--- src/rtl/input_conditioner_pkg.sv ---
// Shared constants, the debounce action type and the counter-width helper for input_conditioner.
// Imported by debounce_bit and by the input_conditioner top level.
package input_conditioner_pkg;

  localparam int BTN_EDGE_LSB = 16;
  localparam int MAX_BTN      = 16;
  localparam int MAX_SW       = 32;

  // What the debouncer does to its state on the coming clock edge.
  typedef enum logic [1:0] {
    DB_IDLE,
    DB_COUNT,
    DB_ACCEPT
  } db_action_e;

  // Width needed to hold 0..debounce_cycles; never narrower than one bit.
  function automatic int cnt_width(input int debounce_cycles);
    int w;
    w = $clog2(debounce_cycles + 1);
    return (w < 1) ? 1 : w;
  endfunction

endpackage

--- src/rtl/debounce_bit.sv ---
// One-bit two-flop synchroniser followed by a stable-level debouncer.
// A new level is accepted only after DEBOUNCE_CYCLES consecutive samples that differ from the held level.
module debounce_bit
  import input_conditioner_pkg::*;
#(
  parameter int DEBOUNCE_CYCLES = 500000
) (
  input  logic clk_i,
  input  logic rst_ni,
  input  logic raw,
  output logic level,
  output logic rise
);

  localparam int            CW       = cnt_width(DEBOUNCE_CYCLES);
  localparam logic [CW-1:0] CNT_LAST = CW'(DEBOUNCE_CYCLES - 1);

  logic          s1;
  logic          s2;
  logic          stable;
  logic [CW-1:0] cnt;
  db_action_e    action;

  // NOTE: the default is assigned before any branch, so this block can never infer a latch.
  always_comb begin
    action = DB_COUNT;
    if (s2 == stable) begin
      action = DB_IDLE;
    end else if (cnt == CNT_LAST) begin
      action = DB_ACCEPT;
    end
  end

  // NOTE: non-blocking assignments make s1 -> s2 -> stable behave as a true shift of flops;
  // blocking here would collapse the synchroniser into a single stage.
  always_ff @(posedge clk_i or negedge rst_ni) begin
    if (!rst_ni) begin
      s1     <= 1'b0;
      s2     <= 1'b0;
      stable <= 1'b0;
      cnt    <= '0;
    end else begin
      s1 <= raw;
      s2 <= s1;
      unique case (action)
        DB_IDLE:   cnt <= '0;
        DB_ACCEPT: begin
          stable <= s2;
          cnt    <= '0;
        end
        default:   cnt <= cnt + CW'(1);
      endcase
    end
  end

  assign level = stable;
  // High during the cycle whose closing edge accepts a 0->1 change.
  assign rise  = (action == DB_ACCEPT) && s2;

endmodule

--- src/rtl/input_conditioner.sv ---
// Synchronises and debounces board pushbuttons and switches into the LSU io_button / io_sw words.
// Define INPUT_CONDITIONER_BTN_EDGE_EN to add sticky press-event bits in io_button[31:16].
module input_conditioner
  import input_conditioner_pkg::*;
#(
  parameter int NUM_BTN         = 4,
  parameter int NUM_SW          = 18,
  parameter int DEBOUNCE_CYCLES = 500000,
  parameter int BTN_ACTIVE_LOW  = 1
) (
  input  logic               clk_i,
  input  logic               rst_ni,
  input  logic [NUM_BTN-1:0] btn_raw_i,
  input  logic [NUM_SW-1:0]  sw_raw_i,
  input  logic               clr_edge_i,
  output logic [31:0]        io_button,
  output logic [MAX_SW-1:0]  io_sw
);

  logic [NUM_BTN-1:0] btn_in;
  logic [NUM_BTN-1:0] btn_level;
  logic [NUM_BTN-1:0] btn_rise;
  logic [NUM_SW-1:0]  sw_level;
  logic [MAX_BTN-1:0] btn_event_word;

  // Everything downstream treats 1 as pressed, whatever the board wiring.
  assign btn_in = (BTN_ACTIVE_LOW != 0) ? ~btn_raw_i : btn_raw_i;

  for (genvar i = 0; i < NUM_BTN; i++) begin : g_btn
    debounce_bit #(
      .DEBOUNCE_CYCLES(DEBOUNCE_CYCLES)
    ) u_db (
      .clk_i (clk_i),
      .rst_ni(rst_ni),
      .raw   (btn_in[i]),
      .level (btn_level[i]),
      .rise  (btn_rise[i])
    );
  end

  for (genvar i = 0; i < NUM_SW; i++) begin : g_sw
    logic unused_sw_rise;
    debounce_bit #(
      .DEBOUNCE_CYCLES(DEBOUNCE_CYCLES)
    ) u_db (
      .clk_i (clk_i),
      .rst_ni(rst_ni),
      .raw   (sw_raw_i[i]),
      .level (sw_level[i]),
      .rise  (unused_sw_rise)
    );
  end

`ifdef INPUT_CONDITIONER_BTN_EDGE_EN
  logic [NUM_BTN-1:0] btn_event;

  // Clear is applied before the OR, so a press accepted on the clearing edge survives.
  always_ff @(posedge clk_i or negedge rst_ni) begin
    if (!rst_ni) begin
      btn_event <= '0;
    end else begin
      btn_event <= (clr_edge_i ? '0 : btn_event) | btn_rise;
    end
  end

  always_comb begin
    btn_event_word                = '0;
    btn_event_word[NUM_BTN-1:0]   = btn_event;
  end
`else
  logic unused_edge;
  assign unused_edge    = ^{clr_edge_i, btn_rise};
  assign btn_event_word = '0;
`endif

  always_comb begin
    io_sw                                  = '0;
    io_sw[NUM_SW-1:0]                      = sw_level;
    io_button                              = '0;
    io_button[NUM_BTN-1:0]                 = btn_level;
    io_button[BTN_EDGE_LSB +: MAX_BTN]     = btn_event_word;
  end

endmodule

--- config.mk ---
export PLATFORM = sky130hd
export DESIGN_NAME = input_conditioner
export DESIGN_NICKNAME = d
export VERILOG_FILES = /design/src/rtl/input_conditioner_pkg.sv /design/src/rtl/debounce_bit.sv /design/src/rtl/input_conditioner.sv
export SDC_FILE = /design/constraint.sdc
export NUM_CORES = 1
export LEC_CHECK = 0
export CORE_UTILIZATION = 35
export CTS_CLUSTER_SIZE = 8
export DETAILED_ROUTE_END_ITERATION = 8
export PLACE_DENSITY = 0.51
export SYNTH_ARGS = -nofsm -noshare
export SYNTH_HDL_FRONTEND = slang
export SYNTH_SLANG_ARGS = --single-unit
export TNS_END_PERCENT = 1
--- constraint.sdc ---
create_clock -name clk_i -period 2.1 [get_ports clk_i]
set_input_delay 0.42 -clock clk_i [delete_from_list [all_inputs] [get_ports clk_i]]
set_output_delay 0.42 -clock clk_i [all_outputs]
set_load 0.01 [all_outputs]
# Word level (Yosys, flattened, before mapping)
# Cells that the tools add are included.
# totals
latch_bits,0
ramBits,0
inputBits,25
output_inout_bits,64
elab_cells,287
n_memories,0
romBits,0
ff_bits,484
# op_classes
muxes,66
n_bitwise,1
n_mul,0
n_reduce_logical,44
shift,0
add_sub_neg,22
n_div,0
order_cmp,0
n_eq_ne,66
# ops
op,n
19-bit by 1-bit adder with 19-bit output (second input constant),22
19-bit == test (second input constant),22
19-bit 2-to-1 mux,22
2-bit 2-to-1 mux,44
2-bit == test (second input constant),22
2-bit zero test,22
2-bit OR reduction,22
1-bit == test,22
4-bit NOT,1

# Longest topological paths before layout
# Gate-level depths: netlist of the first run.
# logic_depth
ltp_word,6
mapped_depth,7
mapped_depth_nobuf,5

# Hierarchy
# From an unflattened synthesis of the first run, not the netlist that was laid out.
# hier_totals
hier_cells,2335
area_unflattened_um2,26208.9
# by_module_without_submodules
module,n_inst,cells_each,seq_area_each_um2,area_per_inst_um2
debounce_bit,22,104,550.5,1176.1
input_conditioner,1,47,0.0,334.1

# Least setup slack after synthesis of the first run
# OpenSTA, ideal clock, no wires.
# synth_timing
path_kind,register to register
start,reg g_sw[16].u_db.cnt[0]
end,reg g_sw[16].u_db.cnt[18]
required_ns,2.020
synth_period_minus_slack_ns,1.891
n_path_buf,0
t_arrival_ns,1.811
slack_ns,0.209
setup_time_ns,0.080
stages_incl_launch_ff,6
cell_sequence,dfrtp_1 ha_1 nand4_4 or4_4 or3_1 a21oi_1
# synth_between
elab_chain_len,6
elab_cells_between_ends,8
classes_between,add/sub: 1; eq/ne: 2; mux: 3; reduce/logical: 2
# synth_rtl
item,line_no,text
from (decl),debounce_bit.sv:21,logic [CW-1:0] cnt;
from (signal assigned),debounce_bit.sv:51,default: cnt <= cnt + CW'(1);
19-bit == test,debounce_bit.sv:29,end else if (cnt == CNT_LAST) begin
2-bit 2-to-1 mux,debounce_bit.sv:29,
2-bit 2-to-1 mux,debounce_bit.sv:27,if (s2 == stable) begin
2-bit == test / 2-bit zero test (equally long branches),n/a,
2-bit OR reduction (no source line),n/a,
19-bit 2-to-1 mux (*),debounce_bit.sv:45,unique case (action)
# Every way passes the cells marked *; elsewhere a longest branch is shown, timed or not.
# A chain may end at the register's enable or synchronous reset.

# Final worst setup path of the first run
# layout_timing
start,reg g_sw[2].u_db.stable
end,out io_sw[2]
# layout_lines
item,line_no,text
from (decl),debounce_bit.sv:20,logic stable;
from (signal assigned),debounce_bit.sv:40,stable <= 1'b0;
from (signal assigned),debounce_bit.sv:48,stable <= s2;
to (decl),input_conditioner.sv:17,output logic [MAX_SW-1:0] io_sw
# No word-level cell between the ends.

==> results of run 1 <==
layer usage:
metal	vias up	wire length (um)	GRT usage (%)
met4	0	1021	5.137
met3	70	1647	2.778
met1	8298	21870	18.02
li1	8554	-	-
met5	-	0	0
met2	206	21330	22.07
kinds of logic after synthesis:
| kind of cell | after synthesis |
|---|---|
| XOR/XNOR | 323 |
| AND/OR/NAND/NOR | 1190 |
| multiplexers | 25 |
| flip-flops | 484 |
| buffers and inverters | 180 |
| adder cells (fa/ha/maj) | 22 |
| AO/OA/AOI/OAI | 160 |
| other | 1 |
path summary, 6_finish.rpt:
| kind | end | start | slack (ps) | cells after the start |
|---|---|---|---|---|
| worst max-delay path | io_sw[2] | g_sw[2].u_db.level$_DFFE_PN0N_ | 90 | 1 |
| worst min-delay path | g_sw[16].u_db.s1$_DFF_PN0_ | sw_raw_i[16] | 270 | 1 |
| worst max register to register | g_sw[3].u_db.cnt[18]$_DFF_PN0_ | g_sw[3].u_db.cnt[0]$_DFF_PN0_ | 130 | 5 |
| worst min register to register | g_sw[11].u_db.s2$_DFF_PN0_ | g_sw[11].u_db.s1$_DFF_PN0_ | 340 | 0 |
| max in group asynchronous | g_sw[17].u_db.cnt[0]$_DFF_PN0_ | rst_ni | 1040 | 3 |
| min in group asynchronous | g_sw[12].u_db.s2$_DFF_PN0_ | rst_ni | 320 | 2 |
repair_timing:
action / CTS / global route
endpoints found under the setup margin: 0 / 5
hold endpoints to repair: 19 / 0
hold buffers: 1 / 0
resized for setup: 0 / 5
area by class of cell:
cell class,count,area (um2),share of cell area (%)
clock buffers,80,1863,6.729
clock inverters,4,71.32,0.2576
inverters,75,281.5,1.017
multi-input cells,1762,10970,39.61
flip-flops and latches,484,12110,43.75
well taps,873,1092,3.945
repair buffers,142,1299,4.691
state kept, by name, indices dropped and copies added (netlist names):
signal            count
g_sw.u_db.s2         18
g_btn.u_db.level      4
g_sw.u_db.s1         18
g_btn.u_db.s1         4
g_btn.u_db.cnt       76
g_btn.u_db.s2         4
g_sw.u_db.cnt       342
g_sw.u_db.level      18
cell usage after synthesis (2+ instances only):
| master | number | area, um2 |
|---|---|---|
| or4_4 | 2 | 22.52 |
| or3_1 | 40 | 250.2 |
| nor3b_1 | 2 | 15.01 |
| inv_1 | 75 | 281.5 |
| nor3_1 | 71 | 355.3 |
| nor2_1 | 389 | 1460 |
| xnor2_1 | 217 | 1901 |
| xor2_1 | 106 | 928.4 |
| dfrtp_1 | 484 | 12110 |
| nand4_1 | 122 | 763.2 |
| mux2_2 | 22 | 247.7 |
| or4b_2 | 2 | 20.02 |
| a31o_2 | 3 | 26.28 |
| o21ai_1 | 4 | 20.02 |
| buf_4 | 71 | 533.0 |
| o21bai_2 | 2 | 22.52 |
| clkbuf_1 | 14 | 52.55 |
| nand2_1 | 149 | 559.3 |
| o21ai_0 | 43 | 215.2 |
| mux2i_1 | 3 | 30.03 |
| nand4_4 | 3 | 63.81 |
| o31ai_1 | 18 | 135.1 |
| or4_1 | 36 | 270.3 |
| nor4b_1 | 33 | 289.0 |
| or2_2 | 24 | 150.1 |
| nand4b_1 | 2 | 17.52 |
| buf_2 | 15 | 75.07 |
| nor4_1 | 96 | 600.6 |
| and4_1 | 23 | 201.4 |
| and2_1 | 24 | 150.1 |
| nand4_2 | 9 | 112.6 |
| a21oi_1 | 72 | 360.4 |
| nand4bb_1 | 3 | 33.78 |
| buf_6 | 4 | 45.04 |
| and3b_1 | 2 | 17.52 |
| nand3_1 | 138 | 690.7 |
| o41ai_4 | 15 | 412.9 |
| ha_1 | 22 | 275.3 |
| and3_1 | 9 | 56.30 |
| nand3b_1 | 5 | 37.54 |
stage by stage:
| step | power (W) | cells | util [%] | cell area, um2 |
|---|---|---|---|---|
| floorplan | 0.01018 | 2426 | - | 24050 |
| global placement | 0.01054 | 3335 | 38.17 | 25720 |
| detailed placement | 0.01056 | 3335 | 38.17 | 25720 |
| CTS | 0.02112 | 3420 | 41.05 | 27670 |
| global route | 0.02160 | 3420 | 41.08 | 27690 |
| finish | 0.02066 | 3420 | 41.08 | 27690 |
power by group:
part           total [W]  switching, W  internal (W)  leakage, nW
clock             0.0103       0.00398       0.00629        0.946
combinational   0.000744      0.000474      0.000270         3.56
sequential       0.00964      0.000149       0.00949         6.61
==> impl_metrics.yaml, run 1 <==
power:
  leakagePower_nw: 11.11
  p_per_area_mw_per_mm2: 746.2
  ir_drop_mv: 0.4250
critical_path:
  worstSetupEndpointType: "primary output"
  arrival_ps: 1590
  slowest_stage: "clkdlybuf4s50_1"
  cp_num_buf_inv: 1
  worstPathCellList: "clkdlybuf4s50_1"
  cp_data_required_time_ps: 1680
  worstSetupPathType: "reg2out"
  crit_fanout: 3
  startpoint_type: "register"
  crit_family: "buffers and inverters"
  max_stage_delay_ps: 580
logic_synthesis:
  synth_enable_flop_cells: 0
  synthCells: 2385
  ys_types: 51
  synth_adder_area_share_pct: 1.152
  synth_async_sr_flop_share_pct: 100.0
  synth_top_family_by_area: "simple AND/OR/NAND/NOR gates"
  ys_seq_elements: 484
  syn_area_mm2: 0.02390
  synth_compound_area_share_pct: 5.089
  yosys.area_share.simple_pct: 25.91
  synth-main-ff-cell: "dfrtp_1"
  avgSynthCellArea_um2: 10.02
  synth_seq_area_share_pct: 50.68
  ys_warn_count: 0
  synth-xor-area-share_pct: 11.84
  muxShareOfSynthArea_pct: 1.162
detailed_routing:
  wl_per_cell_um: 13.41
  via_count: 17128
  drt-pass1-iter-count: 5
  drtAntennaViolNets: 0
  remaining_drc_errors: 0
  first_iter_violations: 735
  routed_wl_um: 45870
  avgViaCountPerCell: 5.008
clock_network:
  tritoncts: "done"
  clk_pin_slew_ps: 50
  cts_buffer_depth: 3
  cts_root_buf: "clkbuf_16"
  clkSinkCount: 484
  h-tree-depth: 3
  clk_latency_ps: 590
  cts-buffers-inserted: 71
  cts_setup_buffers: 0
floorplan:
  die_x_um: 263.3
  rows: 95
  pin_count: 89
  coreArea_mm2: 0.06740
  die-area_mm2: 0.06932
  die_h_um: 263.3
  start_util_pct: 35.46
sta:
  setup_violations: 0
  fmax_mhz: 496.9
  fin_tns_setup_ps: 0
  setup_ws_ps: 87.61
  rsz0062_at_grt: "no"
  hold_ws_ps: 268.1
  finalCritPeriodShare_pct: 95.83
  slew_violations: 0
  hold_viol: 0
  period_minus_slack_ps: 2012
  finClkSkew_ps: 20.47
grt:
  grt_overflow: 0
  grt_max_degree: 78
  grt_pass1_wl_um: 81160
  antenna_found_initial: 0
  gr-usage-all-layers_pct: 13.66
  first_global_vias: 17178
cells_and_area:
  fill_cells: 6474
  antenna_cells: 0
  drive_gt1_share_pct: 10.40
  syn2layout_area_growth_pct: 15.86
  final_common_cell: "dfrtp_1"
  nets: 2583
  layout_common_cells: "dfrtp_1, nor2_1, xnor2_1"
placement:
  dp_hpwl_um: 31200
  gp_congestion: 0.7895
  pre_cts_ws_ps: 116.2
  port_buffers: 45
run_status:
  status: "complete, no violations"
hold_path:
  hp-class: "in2reg"
flow_run:
  cap_violations: 0
No activity file was read; power rests on OpenSTA's default activity.
==> run 2, diff against run 1 <==
- CORE_ASPECT_RATIO: not set -> 1.2
- CORE_UTILIZATION: 35 -> 62
- CTS_CLUSTER_DIAMETER: not set -> 100
- PLACE_DENSITY: 0.51 -> 0.81
==> run 2 against run 1 <==
Wire length fell by 0.46%. Design area fell by 2.5%. Critical endpoint is now g_sw[10].u_db.cnt[13]$_DFF_PN0_. Critical path depth grew 4. Global-route usage increased by 11 points. Largest cell class unchanged. Highest routed layer unchanged.
==> impl_metrics.yaml, run 2 (same netlist as run 1, synthesis figures left out) <==
cells_and_area:
  final_common_cell: "dfrtp_1"
  reg_top3: "g_sw.u_db.cnt x342, g_btn.u_db.cnt x76"
  largest_register: "g_sw.u_db.cnt"
  antenna_cells: 0
  nets: 2559
  syn2layout_area_growth_pct: 13.01
  drive_gt1_share_pct: 9.571
  largest_reg_flops: 342
  utilization_pct: 71.32
  layout_common_cells: "dfrtp_1, nor2_1, xnor2_1"
clock_network:
  cts_setup_buffers: 0
  clk_latency_ps: 580
  cts-buffers-inserted: 70
  tritoncts: "done"
  h-tree-depth: 3
  clk_pin_slew_ps: 50
  clkSinkCount: 484
  cts_buffer_depth: 3
  cts_root_buf: "clkbuf_16"
placement:
  dp_hpwl_um: 30540
  gp_congestion: 0.8969
  port_buffers: 45
grt:
  grt_overflow: 0
  first_global_vias: 17875
  grt_pass1_wl_um: 80150
  gr-usage-all-layers_pct: 24.25
  antenna_found_initial: 0
  grt_max_degree: 78
power:
  ir_drop_mv: 0.7097
  leakagePower_nw: 11.01
  p_per_area_mw_per_mm2: 757.3
sta:
  hold_viol: 0
  finClkSkew_ps: 16.97
  rsz0062_at_grt: "yes"
  tightest_slew_ps: 514.5
  finalCritPeriodShare_pct: 96.00
  fmax_mhz: 496.0
  period_minus_slack_ps: 2016
  slew_violations: 0
  max_slew_margin_pct: 65.58
  hold_ws_ps: 277.2
  setup_violations: 0
floorplan:
  rows: 78
  pin_count: 89
  coreArea_mm2: 0.03787
  die-area_mm2: 0.03934
  die_x_um: 181.2
  start_util_pct: 63.11
  die_h_um: 217.1
hold_path:
  holdCritStartpoint: "sw_raw_i[0]"
  hp-class: "in2reg"
  holdPathStages: 1
detailed_routing:
  routed_wl_um: 45660
  remaining_drc_errors: 0
  first_iter_violations: 1103
  via_count: 17663
  avgViaCountPerCell: 5.892
  drtAntennaViolNets: 0
  drt-pass1-iter-count: 6
  wl_per_cell_um: 15.23
critical_path:
  crit_cells: 5
  cp_data_required_time_ps: 2550
  slowest_stage: "o41ai_4"
  max_stage_delay_ps: 620
  worstPathCellList: "nor4b_1 > nand4_1 > o41ai_4 > buf_12 > nor2_1"
  startpoint: "g_sw[10].u_db.cnt[6]$_DFF_PN0_"
  arrival_ps: 2470
  rr_startpoint: "g_sw[10].u_db.cnt[6]$_DFF_PN0_"
  crit_family: "simple AND/OR/NAND/NOR gates"
  worstSetupPathType: "reg2reg"
  ff2ff_path_depth: 5
  startpoint_type: "register"
  cp_num_buf_inv: 1
  worstSetupEndpointType: "register"
  crit_fanout: 14
flow_run:
  cap_violations: 0
run_status:
  status: "complete, no violations"
[run 2: changes by cell type in the layout (fill, tap and decap cells not counted)]
cell	before	now
buf_4	87	64
clkbuf_1	6	0
nor4_2	3	1
clkbuf_16	73	74
clkbuf_8	1	0
clkinv_8	2	1
inv_6	1	2
nor4_1	94	95
nor4_4	0	1
[run 2: final cells by class]
type / instances / area (um2)
sequential: 484 / 12110
multi-input combinational: 1762 / 10970
fill: 2703 / 10860
clock buffer: 74 / 1852
timing repair buffer: 119 / 1126
tap: 480 / 600.6
inverter: 75 / 281.5
clock inverter: 4 / 63.81
[run 2: final timing paths]
kind,end,slack [ps]
max,g_sw[10].u_db.cnt[13]$_DFF_PN0_,80
min,g_sw[0].u_db.s1$_DFF_PN0_,280
max reg2reg,g_sw[10].u_db.cnt[13]$_DFF_PN0_,80
min reg2reg,g_sw[4].u_db.s2$_DFF_PN0_,340
max in group asynchronous,g_sw[3].u_db.cnt[16]$_DFF_PN0_,1000
min in group asynchronous,g_sw[9].u_db.cnt[7]$_DFF_PN0_,350
[run 2: what timing repair did]
| item | CTS | global route |
|---|---|---|
| endpoints found under the hold margin | 30 | 0 |
| endpoints found under the setup margin | 0 | 7 |
| hold buffers | 1 | 0 |
| resized for setup | 0 | 5 |
[run 2: routing by layer]
| metal | GRT usage [%] | share of wire [%] |
|---|---|---|
| met1 | 29.20 | 41 |
| met2 | 43.41 | 52 |
| met3 | 3.849 | 4.1 |
| met4 | 9.689 | 2.2 |
| met5 | 0 | 0 |
[run 2: through the flow]
stage	TNS [ps]	setup slack, ps	power, W	cell area (um2)	cells
finish	0	84.04	0.02045	27010	2998
global route	-36.36	-19.88	0.02120	27010	2998
CTS	0	69.63	0.02071	26980	2998
detailed placement	0	111.4	0.01054	25060	2919
global placement	0	205.1	0.01050	25060	2919
floorplan	0	208.6	0.01018	24050	2426
[run 2: power by group]
group	total, W	switching, W	internal [W]	leakage (nW)
sequential	0.00965	0.000155	0.00950	6.61
clock	0.0101	0.00379	0.00627	0.942
combinational	0.000733	0.000470	0.000263	3.46
total	0.0205	0.00442	0.0160	11.0
==> run 3, diff against run 2 <==
- CAP_MARGIN: not set -> 0
- CORE_MARGIN: not set -> 2
- clock period: 2.1 -> 2.3 ns (I/O delays scaled with it)
==> run 3 against run 2 <==
Critical path type unchanged. Final cell count shrank 0.40%. Core utilization shrank 0.43 points. Maximum frequency shrank 1.1%. Sequential share of layout area grew 0.27 points. Setup slack gained 180 ps. Non-clock buffer count shrank 12. Design area shrank 0.60%. Critical path depth is the same. First-iteration DRC count shrank 12%. Flip-flop and latch count is the same.
==> impl_metrics.yaml, run 3 (same netlist as run 1, synthesis figures left out) <==
run_status:
  status: "complete, no violations"
power:
  ir_drop_mv: 0.6559
  comb_power_share_pct: 3.6
  p_int_w: 0.01457
  p_sw_w: 0.004004
  netSwitchingFraction_pct: 21.56
  seq_power_share_pct: 47.4
  p_per_area_mw_per_mm2: 691.8
  leakagePower_nw: 10.93
  clkPwrFrac_pct: 49.0
clock_network:
  h-tree-depth: 3
  cts_root_buf: "clkbuf_16"
  cts-buffers-inserted: 70
  cts.repair.resized: 0
  tritoncts: "done"
  cts_buffer_depth: 3
  holdBufCountCts: 1
  clkSinkCount: 484
  clk_pin_slew_ps: 50
  cts_setup_buffers: 0
  clk_latency_ps: 580
critical_path:
  r2r_end: "g_sw[16].u_db.cnt[18]$_DFF_PN0_"
  worstSetupEndpointType: "register"
  startpoint_type: "register"
  worstSetupPathType: "reg2reg"
  ff2ff_path_depth: 5
  reg2reg_slack_ps: 260
  arrival_ps: 2530
  rr_startpoint: "g_sw[16].u_db.cnt[0]$_DFF_PN0_"
  crit_fanout: 8
  cp_data_required_time_ps: 2800
placement:
  port_buffers: 45
  gp_congestion: 0.8779
  dp_hpwl_um: 29990
cells_and_area:
  fill_cells: 2668
  largest_reg_flops: 342
  layout_common_cells: "dfrtp_1, nor2_1, xnor2_1"
  syn2layout_area_growth_pct: 12.34
  largest_register: "g_sw.u_db.cnt"
  nets: 2547
  antenna_cells: 0
  reg_top3: "g_sw.u_db.cnt x342, g_btn.u_db.cnt x76"
  final_common_cell: "dfrtp_1"
  utilization_pct: 70.89
  drive_gt1_share_pct: 8.978
sta:
  rsz0062_at_grt: "no"
  fin_tns_setup_ps: 0
  slew_violations: 0
  max_slew_margin_pct: 64.06
  hold_viol: 0
  period_minus_slack_ps: 2038
  setup_violations: 0
  finalCritPeriodShare_pct: 88.62
  finClkSkew_ps: 19.04
  fmax_mhz: 490.6
  tightest_slew_ps: 534.2
grt:
  grt_max_degree: 80
  antenna_found_initial: 0
  grt_overflow: 0
  first_global_vias: 17642
  gr-usage-all-layers_pct: 23.44
  grt_pass1_wl_um: 79290
detailed_routing:
  topRoutingLayerUsed: "met4"
  wl_met2_um: 23650
  first_iter_violations: 967
  wl_per_cell_um: 15.14
  via_count: 17614
  drtAntennaViolNets: 0
  routed_wl_um: 45210
  remaining_drc_errors: 0
  avgViaCountPerCell: 5.899
  routed-wl-met3_um: 1841
  drt-met1-wl_um: 18830
  drt-pass1-iter-count: 5
floorplan:
  die-area_mm2: 0.04014
  coreArea_mm2: 0.03787
  die_x_um: 183.2
  die_h_um: 219.1
  start_util_pct: 63.11
  pin_count: 89
  rows: 78
hold_path:
  worstHoldEndpoint: "g_sw[10].u_db.s1$_DFF_PN0_"
  hp-class: "in2reg"
  holdCritStartpoint: "sw_raw_i[10]"
  holdPathStages: 1
flow_run:
  cap_violations: 0
==> run 3: changes by cell type in the layout (fill, tap and decap cells not counted), moves of 2 or more <==
cell and change:
buf_4 -10, ha_1 +3, ha_2 -3, buf_12 -2
inv_6 +2
==> run 3: per-stage QoR <==
| step | setup WS [ps] | hold slack [ps] | instances | area [um2] | power (W) |
|---|---|---|---|---|---|
| floorplan | 408.6 | 164.4 | 2426 | 24050 | 0.009299 |
| global placement | 293.5 | 331.9 | 2907 | 24940 | 0.009579 |
| detailed placement | 261.8 | 334.7 | 2907 | 24940 | 0.009615 |
| CTS | 241.1 | 292.4 | 2986 | 26840 | 0.01883 |
| global route | 70.97 | 302.8 | 2986 | 26840 | 0.01928 |
| finish | 261.8 | 320.1 | 2986 | 26840 | 0.01857 |
==> run 3: worst max-delay path by stage <==
stage | start | endpoint | cells past startpoint
after floorplan | g_sw[16].u_db.cnt[0]$_DFF_PN0_ | g_sw[16].u_db.cnt[18]$_DFF_PN0_ | 5
after global placement | g_sw[11].u_db.cnt[0]$_DFF_PN0_ | g_sw[11].u_db.cnt[16]$_DFF_PN0_ | 5
after detailed placement | g_sw[11].u_db.cnt[0]$_DFF_PN0_ | g_sw[11].u_db.cnt[18]$_DFF_PN0_ | 5
after CTS | g_sw[16].u_db.level$_DFFE_PN0N_ | io_sw[16] | 1
after global routing | g_btn[0].u_db.cnt[0]$_DFF_PN0_ | g_btn[0].u_db.level$_DFFE_PN0N_ | 4
final | g_sw[16].u_db.cnt[0]$_DFF_PN0_ | g_sw[16].u_db.cnt[18]$_DFF_PN0_ | 5
==> run 3: critical path, cell delays in order, from the launching register on <==
cell     delay, ps
dfrtp_1        400
ha_1           290
nand4_4        190
or4_4          590
or3_1          350
a21oi_1        150
==> run 3: layout make-up <==
class | instances | area, um2 | share of cell area, %
Sequential cell | 484 | 12110 | 45.12
Multi-Input combinational cell | 1762 | 10950 | 40.78
Clock buffer | 73 | 1827 | 6.805
Timing Repair Buffer | 107 | 1011 | 3.766
Tap cell | 480 | 600.6 | 2.237
Inverter | 75 | 281.5 | 1.049
Clock inverter | 5 | 65.06 | 0.2424
==> run 3: layer usage <==
metal  track usage (%)  vias to the layer above
met5                 0                        -
met4             8.507                        0
met3             4.016                       80
met2             41.78                      362
met1             28.68                     8693
li1                  -                     8479
==> run 3: power groups by stage <==
stage / Combinational (W) / Clock (W) / Sequential, W
detailed placement: 0.000674 / 0 / 0.00894
finish: 0.000663 / 0.00910 / 0.00881
global placement: 0.000650 / 0 / 0.00893
CTS: 0.000683 / 0.00934 / 0.00881
floorplan: 0.000390 / 0 / 0.00891
global route: 0.000769 / 0.00969 / 0.00882
